===== src/rtl/gen_step_scheduler.sv =====
// gen_step_scheduler: paces an external generation-update engine.
// Issues one-cycle o_start pulses, either free-running at a minimum spacing of
// max(i_period,1) cycles or single-stepped via i_step. Each in-flight generation
// is closed by i_done, and completed generations are counted.
// Optional feature macro: GEN_SCHED_OVERRUN_EN. When it is defined, the block
// flags generations that miss the requested rate (sticky o_overrun plus a
// saturating o_overrun_cnt, cleared by i_clear). Without it, both outputs are
// tied to zero.
module gen_step_scheduler #(
  parameter int unsigned GEN_W = 16
) (
  input  logic             i_clk,
  input  logic             i_reset,
  input  logic             i_run,
  input  logic             i_step,
  input  logic [31:0]      i_period,
  input  logic             i_done,
  input  logic             i_clear,
  output logic             o_start,
  output logic             o_busy,
  output logic [GEN_W-1:0] o_gen_count,
  output logic             o_overrun,
  output logic [7:0]       o_overrun_cnt
);

  typedef enum logic [1:0] {
    S_IDLE  = 2'd0,
    S_START = 2'd1,
    S_RUN   = 2'd2,
    S_WAIT  = 2'd3
  } state_e;

  state_e           state_q, state_d;
  logic [31:0]      cnt_q, cnt_d;
  logic [31:0]      ps_q, ps_d;
  logic [GEN_W-1:0] gen_q, gen_d;
  logic             start_q, start_d;
  logic             busy_q, busy_d;
  logic             done_acc;
  logic [32:0]      cnt_inc;

  // cnt+1 is kept 33 bits wide so the compare against Ps cannot wrap at saturation
  assign cnt_inc = {1'b0, cnt_q} + 33'd1;

  // Next-state decode; i_step only matters in IDLE, i_done only in RUN
  always_comb begin
    state_d  = state_q;
    done_acc = 1'b0;
    unique case (state_q)
      S_IDLE: begin
        if (i_run || i_step) begin
          state_d = S_START;
        end
      end
      S_START: begin
        state_d = S_RUN;
      end
      S_RUN: begin
        if (i_done) begin
          state_d  = S_WAIT;
          done_acc = 1'b1;
        end
      end
      S_WAIT: begin
        if (!i_run) begin
          state_d = S_IDLE;
        end else if (cnt_inc >= {1'b0, ps_q}) begin
          state_d = S_START;
        end
      end
      default: begin
        state_d = S_IDLE;
      end
    endcase
  end

  // Datapath: cycle counter, latched period, generation count, registered outputs
  always_comb begin
    // cnt reads 0 during the START cycle itself, so cnt == cycles since o_start
    if (state_d == S_START) begin
      cnt_d = '0;
    end else if (cnt_inc[32]) begin
      cnt_d = cnt_q;
    end else begin
      cnt_d = cnt_inc[31:0];
    end

    // Period is sampled only while in START; later edits wait for the next START
    ps_d = ps_q;
    if (state_q == S_START) begin
      ps_d = (i_period == '0) ? 32'd1 : i_period;
    end

    gen_d   = gen_q + GEN_W'(done_acc);
    start_d = (state_d == S_START);
    busy_d  = (state_d == S_START) || (state_d == S_RUN);
  end

  // State and datapath registers with synchronous reset
  always_ff @(posedge i_clk) begin
    if (i_reset) begin
      state_q <= S_IDLE;
      cnt_q   <= '0;
      ps_q    <= 32'd1;
      gen_q   <= '0;
      start_q <= 1'b0;
      busy_q  <= 1'b0;
    end else begin
      state_q <= state_d;
      cnt_q   <= cnt_d;
      ps_q    <= ps_d;
      gen_q   <= gen_d;
      start_q <= start_d;
      busy_q  <= busy_d;
    end
  end

  assign o_start     = start_q;
  assign o_busy      = busy_q;
  assign o_gen_count = gen_q;

`ifdef GEN_SCHED_OVERRUN_EN
  logic       ovr_q, ovr_d;
  logic [7:0] ovr_cnt_q, ovr_cnt_d;
  logic       ovr_set;

  // Late when the period boundary passes while still in RUN; cnt hits Ps-1 only once per generation
  always_comb begin
    ovr_set   = (state_q == S_RUN) && i_run && !i_done && (cnt_inc == {1'b0, ps_q});
    ovr_d     = ovr_q;
    ovr_cnt_d = ovr_cnt_q;
    if (i_clear) begin
      ovr_d     = 1'b0;
      ovr_cnt_d = '0;
    end else if (ovr_set) begin
      ovr_d = 1'b1;
      if (ovr_cnt_q != '1) begin
        ovr_cnt_d = ovr_cnt_q + 8'd1;
      end
    end
  end

  // Overrun status registers
  always_ff @(posedge i_clk) begin
    if (i_reset) begin
      ovr_q     <= 1'b0;
      ovr_cnt_q <= '0;
    end else begin
      ovr_q     <= ovr_d;
      ovr_cnt_q <= ovr_cnt_d;
    end
  end

  assign o_overrun     = ovr_q;
  assign o_overrun_cnt = ovr_cnt_q;
`else
  logic unused_clear;
  assign unused_clear  = i_clear;
  assign o_overrun     = 1'b0;
  assign o_overrun_cnt = '0;
`endif

endmodule


===== config.mk =====
export PLATFORM = sky130hd
export DESIGN_NAME = gen_step_scheduler
export DESIGN_NICKNAME = d
export VERILOG_FILES = /design/src/rtl/gen_step_scheduler.sv
export SDC_FILE = /design/constraint.sdc
export NUM_CORES = 1
export LEC_CHECK = 0
export BUFFER_PORTS_ARGS = -buffer_cell sky130_fd_sc_hd__buf_2
export CAP_MARGIN = 20
export CORE_MARGIN = 3
export CORE_UTILIZATION = 50
export DETAILED_ROUTE_END_ITERATION = 10
export PLACE_DENSITY = 0.77
export SLEW_MARGIN = 20
export SYNTH_ARGS = -nofsm -noshare
export SYNTH_HDL_FRONTEND = slang
export SYNTH_SLANG_ARGS = --single-unit

===== constraint.sdc =====
create_clock -name i_clk -period 4 [get_ports i_clk]
set_clock_uncertainty 0.1 [all_clocks]
set_input_delay 0.4 -clock i_clk [delete_from_list [all_inputs] [get_ports i_clk]]
set_output_delay 0.4 -clock i_clk [all_outputs]
set_load 0.05 [all_outputs]

=== Yosys cells after proc, flatten, opt, wreduce, memory -nomap -nowiden ===
Index checks and enable logic that the tools add are counted.

* Add/subtract/negate cells: 2
* Reduce and logical (&&, ||, !) cells: 5
* Magnitude comparators: 1
* Equality and inequality tests: 5
* Muxes and demuxes: 8

{| class="wikitable"
|+ Operators by type and width
! cell !! count
|-
| $add 32x1->33 const B || 1
|-
| $ge 33x32->1 || 1
|-
| $logic_not 32->1 || 1
|-
| $mux 32 || 1
|-
| $add 16x1->16 || 1
|-
| $mux 2 || 4
|-
| $pmux 2 s4 || 1
|-
| $eq 2x2->1 const B || 3
|-
| $eq 2x1->1 const B || 2
|-
| $logic_not 2->1 || 1
|-
| $logic_or 1x1->1 || 2
|-
| $mux 1 || 2
|-
| $reduce_or 2->1 || 1
|}

* Bits in registers: 84

=== Logic depth before layout (Yosys ltp) ===
* Depth in word-level cells: 7
* Depth in mapped cells: 18
* Depth with buffers taken out: 15

=== Worst setup path before layout ===
Ideal clock, no wire load.

* Kind: reg2reg
* Start: register cnt_q[0]
* End: register cnt_q[30]
* Slack: -0.230 ns
* Clock period less this slack: 4.230 ns
* Data arrival time: 3.995 ns
* Stages on the path, launching flop included: 19
* Buffers on the path: 3
* Cell sequence: dfxtp_1 ha_1 nand3_1 or2_2 buf_2 nor3_2 xnor2_1 inv_1 ha_1 and4_1 nand4_1 or4b_2 a21oi_1 a211o_1 ha_1 or2_2 clkbuf_1 clkbuf_1 nor3_1

* Cells in the longest elaborated chain, start to end: 7

{| class="wikitable"
|+ RTL lines
! what !! line !! source
|-
| start: declaration || 34 || <nowiki>logic [31:0] cnt_q, cnt_d;</nowiki>
|-
| start signal: assignment || 110 || <nowiki>cnt_q <= cnt_d;</nowiki>
|-
| $add 32x1->33 || 43 || <nowiki>assign cnt_inc = {1'b0, cnt_q} + 33'd1;</nowiki>
|-
| named net cnt_inc[24] || 40 || <nowiki>logic [32:0] cnt_inc;</nowiki>
|-
| $ge 33x32->1 || 67 || <nowiki>end else if (cnt_inc >= {1'b0, ps_q}) begin</nowiki>
|-
| $mux 2 || 67 ||
|-
| $mux 2 || 65 || <nowiki>if (!i_run) begin</nowiki>
|-
| $pmux 2 s4 || 49 || <nowiki>unique case (state_q)</nowiki>
|-
| $eq 2x1->1 || n/a ||
|-
| named net start_d || 37 || <nowiki>logic start_q, start_d;</nowiki>
|-
| $reduce_or 2->1 (no line) || n/a ||
|}

The timed path passes the listed nets, and every way through them passes these cells.
A chain may end at the register's enable or synchronous reset.

=== Final worst setup path ===
* Start: register cnt_q[11]
* End: register cnt_q[3]

The elaborated chain is that of the path after synthesis.

==> impl_summary.md <==
Worst hold path
The worst hold path belongs to the class in2reg. For hold timing, the worst endpoint is ps_q[25]$_SDFFE_PP0N_. The start point of the worst hold path is i_period[25].

The instance count along the most critical hold path is 3.

Synthesis
The average instance in the mapped netlist occupies 7.941 sq um. The main flop type after synthesis is sky130_fd_sc_hd__dfxtp_1. Sorting the synthesized cells by area gives the leading types as sky130_fd_sc_hd__dfxtp_1 37%, sky130_fd_sc_hd__ha_1 9.9%, sky130_fd_sc_hd__a21oi_1 7.7%. The dominant cell by count in the synthesized netlist is sky130_fd_sc_hd__nand2_1. The number of synthesized flops with an enable pin is 0. Synthesis produced a netlist whose cell count is 571. The number of warnings issued by yosys is 0.

The commonest cells after synthesis are 85 x sky130_fd_sc_hd__nand2_1, 84 x sky130_fd_sc_hd__dfxtp_1, 70 x sky130_fd_sc_hd__a21oi_1. After synthesis the netlist holds a flip-flop and latch count of 84. Summing every instance area after synthesis gives 4534 sq um. Of all flip-flops after synthesis, the portion carrying an async set or reset was 0%. Sequential elements use 37.09% of the synthesized area. Summed over all instances, the cell type with the most area after synthesis is sky130_fd_sc_hd__dfxtp_1.

Synthesis instantiated 43 different standard cells from the library. The share of synthesized area in the top cell type comes to 37.09%.

Timing
The shortest period the worst path allows is 3.972 ns. At the pin with the least slew margin, the transition time is 0.9338 ns. Derived from the worst setup path, the maximum achievable clock frequency is 251.8 MHz.

The slack of the critical path is 0.02781 ns. Setup repair after global routing could not meet its margin everywhere. The hold violation count in the final report is 0. The final hold slack is 0.1816 ns. In this run the tightest slew margin relative to its limit is 37.75%.

After routing, the total negative slack on setup checks comes to 0 ns. The worst path uses 99.30% of the clock period. The max-slew violation count came to 0. The number of failing setup endpoints in the final timing report is 0.

Global route
The number of antenna violations at the first check in global routing is 0. The via count of the first global-routing pass was 3925. Across every metal layer, demand over resource in global routing totals 20.70%.

The first global-routing pass estimated 17280 microns of wire. The largest net degree at the start of global routing is 54. Global routing finished with a remaining overflow of 0.

Clock tree
The root buffer cell chosen for the clock tree is sky130_fd_sc_hd__clkbuf_8. The H-tree was split into 3 levels. The maximum buffer depth of the clock tree is 2. The number of clock sinks is 84.

After clock tree synthesis, the clock-pin slew on the worst setup and hold paths is 0.09 ns. The worst-skew pair later-pin latency is 0.36 ns. Counting the buffers created by CTS gives 9. The TritonCTS clock tree is built.

Power
The worst ir drop on vdd is 0.4836 mV. Summing internal, switching and leakage power gives 2.521 mW. The leakage power total is 2.557 nW. The cell area power density is 443.6 nW/um^2.

Die
The die boundary width is 101.2 microns. The overall die area is 10250 sq um. The effective utilization at floorplan is 51.74%.

The die is 101.2 microns tall. The core box area is 8763 sq um. The standard-cell row count is 34. The count of boundary I/O pins is 65.

Worst setup path
The critical path in this run is classified as reg2reg. The internal reg-to-reg setup slack is 0.03 ns. The number of cells on the worst reg-to-reg path is 16.

In this run the worst path has a maximum fanout of 17. STA classifies the critical path startpoint as a flip-flop. The worst setup path is captured at a flip-flop. The data required time of the worst path is 4.14 ns. The endpoint of the most critical register-to-register path is cnt_q[3]$_SDFFE_PP0N_. In this run the critical register-to-register path is launched from cnt_q[11]$_SDFFE_PP0N_. The arrival time of data at the critical path endpoint is 4.12 ns.

Finish
The repair_antennas step left the layout with diodes totalling 0. The final non-filler cell total is 770. The net total in the final layout is 731. The post-route cell area is 5682 sq um. Of the cells placed in the final design, the portion with a size suffix greater than 1 is 25.68%. For this run, the share of the core covered by cells in the final layout is 64.83%. From synthesis to final layout, the design area changed by 25.30%.

Drt
The count of nets left with antenna violations once routing finished came out at 0. The first routing iteration left 231 violations. The first TritonRoute pass finished after 5 iterations. The number of vias per cell is 5.383.

The total vias in the final route is 4145. In the routed design, unresolved DRC markers number 0. The overall routed net length is 11070 microns.

After detailed routing, the average wire length per cell comes to 14.37 microns.

Outcome
The flow ran to the end, and the final reports show no timing, DRC or antenna violations.

Place
The congestion estimate from routability-driven global placement came to 0.8753. The pre-CTS setup slack is -0.1486 ns. The post-place instance area is 5137 sq um. Input and output buffers added on the ports amount to 54. After detailed placement, the design holds a cell count of 747. Summed over all nets, the half-perimeter wirelength after detailed placement is 7912 microns.

Job
The number of max-capacitance violations reported is 0.
-- timing repair --
action                                  in CTS  in global routing
resized for setup                            8                 47
buffers inserted                             3                  3
pin swaps                                    2                 20
cloned                                       0                  1
endpoints found under the setup margin      32                 32
hold buffers                                 0                  0
-- layout make-up --
type	count	area, sq um
Fill cell	678	3082
Multi-Input combinational cell	403	2734
Sequential cell	84	1699
Timing Repair Buffer	100	669.4
Inverter	59	221.5
Tap cell	108	135.1
Clock buffer	9	123.9
Clock inverter	7	98.84
-- routing by layer --
metal / part of all wire, % / GRT usage, % / up-vias
met1: 44 / 26.04 / 1944
met5: 0 / 0 / -
met4: 2.1 / 8.384 / 0
met2: 50 / 35.46 / 104
met3: 3.8 / 3.099 / 22
li1: - / - / 2075
-- sequential cells by signal (all words and copies together), names as in the netlist --
| register | flops |
|---|---|
| cnt_q | 32 |
| ps_q | 32 |
| state_q | 2 |
| o_gen_count | 16 |
| o_start | 1 |
| o_busy | 1 |
-- cell usage in the layout, fill, tap and decap left out, drive strengths merged, types with 17 or more instances in the layout --
master / n
nor2: 38
inv: 61
xnor2: 27
dfxtp: 84
buf: 99
nand3: 21
nand2: 85
xor2: 17
ha: 36
a21oi: 70
-- cells by family (layout without fill, tap and decap cells) --
logic type,after synthesis,count (layout),share of synthesized area (%)
simple gates,226,226,24.78
compound gates,87,87,10.62
mux,1,1,0.2208
flops,84,84,37.09
buf+inv,92,175,8.775
other cells,1,9,0.08270
fa+ha+maj,36,36,9.934
xor+xnor,44,44,8.499
-- power by group --
part | internal (mW) | switching [mW]
Sequential | 0.932 | 0.0636
Clock | 0.356 | 0.327
Combinational | 0.351 | 0.491
-- worst max-delay path by stage --
stage	start	to	slack [ns]	cells past startpoint
6_report	cnt_q[11]$_SDFFE_PP0N_	cnt_q[3]$_SDFFE_PP0N_	0.03	16
5_1_grt	cnt_q[11]$_SDFFE_PP0N_	cnt_q[16]$_SDFFE_PP0N_	-0.10	16
2_1_floorplan	cnt_q[0]$_SDFFE_PP0N_	cnt_q[20]$_SDFFE_PP0N_	0.01	18
3_5_place_dp	cnt_q[1]$_SDFFE_PP0N_	cnt_q[21]$_SDFFE_PP0N_	-0.15	17
3_3_place_gp	cnt_q[1]$_SDFFE_PP0N_	cnt_q[29]$_SDFFE_PP0N_	-0.1	17
4_1_cts	cnt_q[3]$_SDFFE_PP0N_	cnt_q[16]$_SDFFE_PP0N_	0.002	16
-- worst max-delay path, stage by stage (launching register included) --
cell and delay, ns:
sky130_fd_sc_hd__dfxtp_2 0.37, sky130_fd_sc_hd__nand4_4 0.11, sky130_fd_sc_hd__or3_4 0.46, sky130_fd_sc_hd__buf_8 0.16, sky130_fd_sc_hd__buf_4 0.14, sky130_fd_sc_hd__nor4_1 0.39, sky130_fd_sc_hd__xnor2_1 0.21, sky130_fd_sc_hd__inv_1 0.07
sky130_fd_sc_hd__ha_1 0.27, sky130_fd_sc_hd__nand4_1 0.15, sky130_fd_sc_hd__or4b_4 0.56, sky130_fd_sc_hd__a21oi_2 0.16, sky130_fd_sc_hd__a211o_1 0.13, sky130_fd_sc_hd__ha_2 0.17, sky130_fd_sc_hd__or2_4 0.18, sky130_fd_sc_hd__buf_12 0.16
sky130_fd_sc_hd__nor2_1 0.06
No activity file was read; power rests on OpenSTA's default activity.
